File: config.mk
export PLATFORM = sky130hd
export DESIGN_NAME = memory_stage
export DESIGN_NICKNAME = d
export VERILOG_FILES = /design/src/rtl/cpu_types_pkg.sv /design/src/rtl/llsc_link.sv /design/src/rtl/memory_stage.sv
export SDC_FILE = /design/constraint.sdc
export NUM_CORES = 1
export LEC_CHECK = 0
export CAP_MARGIN = 0
export CELL_PAD_IN_SITES_DETAIL_PLACEMENT = 1
export CELL_PAD_IN_SITES_GLOBAL_PLACEMENT = 1
export CORE_MARGIN = 5
export CORE_UTILIZATION = 26
export DETAILED_ROUTE_END_ITERATION = 8
export PLACE_DENSITY = 0.86
export SYNTH_ARGS = -nofsm -noshare
export SYNTH_HDL_FRONTEND = slang
export SYNTH_SLANG_ARGS = --single-unit
export TNS_END_PERCENT = 100
File: constraint.sdc
create_clock -name CLK -period 2.3 [get_ports CLK]
set_clock_uncertainty 0.15 [all_clocks]
set_input_delay 0.46 -clock CLK [delete_from_list [all_inputs] [get_ports CLK]]
set_output_delay 0.46 -clock CLK [all_outputs]
set_load 0.01 [all_outputs]
File: src/rtl/cpu_types_pkg.sv
// Shared CPU datapath types and the memory-stage state encoding.
package cpu_types_pkg;
    typedef logic [31:0] word_t;
    typedef logic [4:0]  regbits_t;

    typedef enum logic [1:0] {
        IDLE = 2'd0,
        BUSY = 2'd1,
        DONE = 2'd2
    } mem_state_t;

    // Word index of a byte address; the LL/SC link tracks whole words.
    function automatic logic [29:0] word_index(input word_t byte_addr);
        return byte_addr[31:2];
    endfunction
endpackage

File: src/rtl/llsc_link.sv
// Load-linked reservation register: one word address plus a valid bit.
module llsc_link
    import cpu_types_pkg::*;
(
    input  logic        CLK,
    input  logic        nRST,
    input  logic        set,
    input  word_t       addr,
    input  logic        clr,
    input  logic        snoop,
    output logic        valid,
    output logic [29:0] link_addr
);
    logic        valid_reg;
    logic [29:0] addr_reg;

    // A new LL reservation beats any clear landing on the same edge.
    always_ff @(posedge CLK or negedge nRST) begin
        if (!nRST) begin
            valid_reg <= 1'b0;
            addr_reg  <= '0;
        end else if (set) begin
            valid_reg <= 1'b1;
            addr_reg  <= word_index(addr);
        end else if (clr || snoop) begin
            valid_reg <= 1'b0;
        end
    end

    assign valid     = valid_reg;
    assign link_addr = addr_reg;
endmodule

File: src/rtl/memory_stage.sv
// Pipeline memory stage: drives the data cache, stalls until dhit, handles LL/SC.
module memory_stage
    import cpu_types_pkg::*;
(
    input  logic  CLK,
    input  logic  nRST,
    input  logic  ex_dREN,
    input  logic  ex_dWEN,
    input  logic  ex_datomic,
    input  word_t ex_addr,
    input  word_t ex_store,
    input  logic  wb_en,
    input  logic  dhit,
    input  word_t dmemload,
    input  logic  ccinv,
    input  word_t ccsnoopaddr,
    output logic  dmemREN,
    output logic  dmemWEN,
    output word_t dmemaddr,
    output word_t dmemstore,
    output logic  mem_stall,
    output word_t mem_rdata
);
    mem_state_t  state_reg;
    word_t       rdata_q;
    logic        link_valid;
    logic [29:0] link_addr;

    logic  is_sc, is_ll, is_plain_store;
    logic  snoop_hit, sc_fail, op_valid, active, done_now;
    logic  link_set, link_clr;
    word_t result;

    assign is_sc          = ex_datomic & ex_dWEN;
    assign is_ll          = ex_datomic & ex_dREN & ~ex_dWEN;
    assign is_plain_store = ex_dWEN & ~ex_datomic;

    assign snoop_hit = ccinv & (word_index(ccsnoopaddr) == link_addr);
    assign sc_fail   = is_sc & (~link_valid | (link_addr != word_index(ex_addr)) | snoop_hit);
    assign op_valid  = (ex_dREN | ex_dWEN) & ~sc_fail;
    assign active    = op_valid & (state_reg != DONE);
    assign done_now  = active & dhit;
    assign result    = is_sc ? 32'd1 : dmemload;

    // A failed SC never reaches the cache but still retires its reservation.
    assign link_set = done_now & is_ll;
    assign link_clr = (sc_fail & (state_reg != DONE))
                    | (done_now & is_sc)
                    | (done_now & is_plain_store & (word_index(ex_addr) == link_addr));

    llsc_link u_link (
        .CLK       (CLK),
        .nRST      (nRST),
        .set       (link_set),
        .addr      (ex_addr),
        .clr       (link_clr),
        .snoop     (snoop_hit),
        .valid     (link_valid),
        .link_addr (link_addr)
    );

    always_ff @(posedge CLK or negedge nRST) begin
        if (!nRST) begin
            state_reg <= IDLE;
            rdata_q   <= '0;
        end else begin
            case (state_reg)
                IDLE, BUSY: begin
                    if (!op_valid) begin
                        state_reg <= IDLE;
                    end else if (dhit) begin
                        rdata_q   <= result;
                        state_reg <= wb_en ? IDLE : DONE;
                    end else begin
                        state_reg <= BUSY;
                    end
                end
                DONE: begin
                    if (wb_en) state_reg <= IDLE;
                end
                default: state_reg <= IDLE;
            endcase
        end
    end

    // Outputs are forced low while reset is held so a pending request drops at once.
    assign dmemWEN   = nRST & active & ex_dWEN;
    assign dmemREN   = nRST & active & ex_dREN & ~ex_dWEN;
    assign dmemaddr  = (nRST & active) ? ex_addr  : '0;
    assign dmemstore = (nRST & active) ? ex_store : '0;
    assign mem_stall = nRST & active & ~dhit;

    always_comb begin
        mem_rdata = '0;
        if (nRST) begin
            if (state_reg == DONE) mem_rdata = rdata_q;
            else if (done_now)     mem_rdata = result;
        end
    end
endmodule
==> impl_metrics.yaml <==
global_route:
  grt_usage: 0.2281
  antenna_found_initial: 3
  gr-total-overflow: 0
  grt_pass1_vias: 6334
  grt_max_degree: 41
  grt_pass1_wl_um: 35870
worst_setup_path:
  worstPathArrival_ns: 2.86
  crit_chain: "xnor2_1, nand4_1, nor4_4, o2111ai_4, buf_6, buf_6, buf_6, buf_6, o31ai_4, buf_6"
  regToRegStartpoint: "u_link.link_addr[8]"
  timing.rr.end: "state_reg[0]"
  r2r_slack_ns: -0.67
  cp-endpoint: "mem_rdata[0]"
  path_class: "flip-flop to primary output"
  critPathLaunch: "u_link.link_addr[8]"
  crit_slowest_cell: "nor4_4"
  cp-end-kind: "primary output"
  cp.required_ns: 1.69
  reg2reg_depth: 11
  critPathMaxStageDelay_ns: 0.44
  crit_top_cell: "buf_6"
  cp_max_fo: 4
  startpoint_type: "flip-flop"
cells_and_area:
  syn_to_final_growth_pct: 107.0
  fin_util: 0.5444
  fin_cells: 1115
  fin_nets: 1017
  largest_reg_flops: 32
  drive_gt1_frac: 0.4944
clock_network:
  cts_tree: "built"
  clk_pin_slew_ns: 0.06
  cts_buffers: 9
  cts.sinks: 65
  clock_path_buffers: 2
  clk_latency_ns: 0.35
  h-tree-depth: 3
  cts_root_buf: "clkbuf_16"
run:
  maxCapViolCount: 0
floorplanning:
  die_x_um: 141.8
  std_cell_rows: 48
  start_util: 0.2630
  io_pins: 235
  core_area_mm2: 0.01718
  die_h_um: 141.8
  dieArea_mm2: 0.02011
timing:
  fin_crit_ns: 3.465
  fin_crit_sh: 1.507
  worst_slack_ns: -1.165
  maxSlewViolCount: 0
  tightest_slew_ns: 0.5429
  hold_violations: 0
  rsz0062_at_grt: "true"
  timing.fmax_ghz: 0.2886
  slew_headroom: 0.6380
  finalSetupViolations: 133
worst_hold_path:
  hp-class: "primary input to async pin"
pwr:
  vdd.ir_drop.worst_mv: 0.3537
  power.share.switching: 0.3311
  power_density_mw_per_mm2: 598.3
  p_leak_nw: 4.171
  p_switching_mw: 1.852
  internal_power_mw: 3.742
  comb_power_share: 0.367
  pwr-share-seq: 0.309
  power.share.clock: 0.325
logic_synthesis:
  synth_nets: 655
  synth_top_cell_area_share: 0.3600
  synth-main-ff-cell: "dfrtp_1"
  async_flop_share: 1.000
  yosysTopAreaCell: "dfrtp_1"
  ys_ff_latch: 65
  synth.cell_area_mm2: 0.004518
  syn_avg_cell_area_um2: 8.705
  yosysWarnings: 0
  synth-edff-count: 0
  ys_types: 38
  ys_seq_area_frac: 0.3600
  ys_top_cells_by_area: "dfrtp_1, a21oi_1, xnor2_1"
  syn_inst: 519
drt:
  drt-total-wl_um: 26980
  viasPerCell: 5.410
  routedWlPerCell_um: 24.19
  vias: 6032
  drc: 0
  first_iter_violations: 365
  firstDrtPassIters: 5
  antenna_left: 0
outcome:
  violations: "negative setup slack"
  status: "complete, but fails checks"
place:
  routabilityCongestion: 0.8474
  dpl.hpwl_um: 16210
  post-place-cells: 1026
  numPortBuffers: 232
## through the flow
stage                     total power [mW]  setup WS [ns]  cell area, um2  hold WS (ns)  setup TNS (ns)
after floorplan                      2.451        -0.1582            4672       0.01441          -7.194
after global placement               3.356         -1.316            7963        0.3508         -123.37
after detailed placement             3.439         -1.400            7963        0.3552         -128.83
after CTS                            5.330         -1.170            8631       0.03846          -77.65
after global routing                 5.798         -1.247            9351       0.04022          -95.45
final                                5.595         -1.165            9351       0.03276          -85.59
## cell usage in the layout, fill, tap and decap left out, types with 2 or more instances in the layout
cell type	instances
buf_8	8
dfrtp_2	3
nor2_4	2
buf_12	16
a21oi_2	33
o21ai_4	2
dlygate4sd2_1	36
dfrtp_1	62
buf_16	2
dlymetal6s2s_1	6
o21ai_2	29
clkdlybuf4s50_1	88
a21oi_1	18
and3_1	2
buf_2	80
xor2_2	2
clkbuf_8	2
nand3_1	64
xnor2_1	24
nor2_2	2
xnor2_2	15
xor2_1	19
nor4_2	4
clkbuf_16	13
buf_6	56
buf_4	102
bufinv_16	4
clkbuf_2	2
a21oi_4	18
mux2_2	30
a22oi_1	31
nand4_1	13
nand2_1	36
a22o_1	31
diode_2	4
nor2_1	5
## power by group through the flow
stage | logic [mW] | clock network [mW] | registers (mW)
after floorplan | 0.819 | 0 | 1.63
after global placement | 1.68 | 0 | 1.68
after detailed placement | 1.74 | 0 | 1.70
after CTS | 1.83 | 1.80 | 1.70
after global routing | 2.17 | 1.88 | 1.75
final | 2.05 | 1.82 | 1.73
## what timing repair did
action / in CTS / in global routing
setup buffers: 38 / 40
pin swaps: 56 / 107
gates cloned: 5 / 6
setup endpoints to repair: 133 / 133
resized for setup: 446 / 218
endpoints found under the hold margin: 2 / 0
hold buffers: 1 / 0
## worst max-delay path, delay by kind of cell, from the launching register on
kind            cells  cell delay (ns)
simple gates        2             0.75
buf+inv             5             0.65
compound gates      2             0.44
flops               1             0.43
xor+xnor            1             0.25
## Yosys cell counts (2+ instances only)
cell	count
clkbuf_1	37
a22o_1	31
and3_1	3
clkbuf_2	3
nor4_1	4
o31ai_1	2
nand3_1	64
o21ai_0	32
dfrtp_1	65
nor2_1	9
a21oi_1	69
and2_1	3
xor2_1	21
nand2_1	36
mux2_2	30
a22oi_1	31
nand4_1	13
buf_1	3
buf_2	4
buf_4	2
nand2b_1	2
xnor2_1	39
## layout make-up
cell class              instances  area, um2
diodes                          4      10.01
repair buffers                401       3684
clock inverters                 5      125.1
multi-input cells             403       3364
well taps                     225      281.5
flip-flops and latches         65       1630
clock buffers                  11      252.7
inverters                       1      3.754
fillers                      1938       7825
## worst min path at each step
stage / from / end / slack, ns / cells past startpoint
4_1_cts: nRST / rdata_q[2] / 0.04 / 2
3_3_place_gp: nRST / u_link.link_addr[8] / 0.35 / 2
5_1_grt: nRST / rdata_q[2] / 0.04 / 2
6_report: nRST / rdata_q[7] / 0.03 / 2
3_5_place_dp: nRST / u_link.link_addr[8] / 0.36 / 2
2_1_floorplan: nRST / rdata_q[0] / 0.01 / 0
## metal layers
layer  vias to the layer above  routed length [um]  share of wire  GRT usage
li1                       2653                   -              -          -
met1                      3064               10440           0.39     0.2706
met2                       261               14010           0.52     0.4094
met3                        54                1677          0.062    0.04516
met4                         0                 848          0.031    0.07879
met5                         -                   0              0          0
## cell families after synthesis
family	Yosys count	share of synthesized area
compound gates	171	0.2418
xor+xnor	60	0.1163
buf+inv	51	0.04763
flops	65	0.3600
mux	30	0.07477
simple gates	142	0.1595
Power figures use the tool's default switching activity.
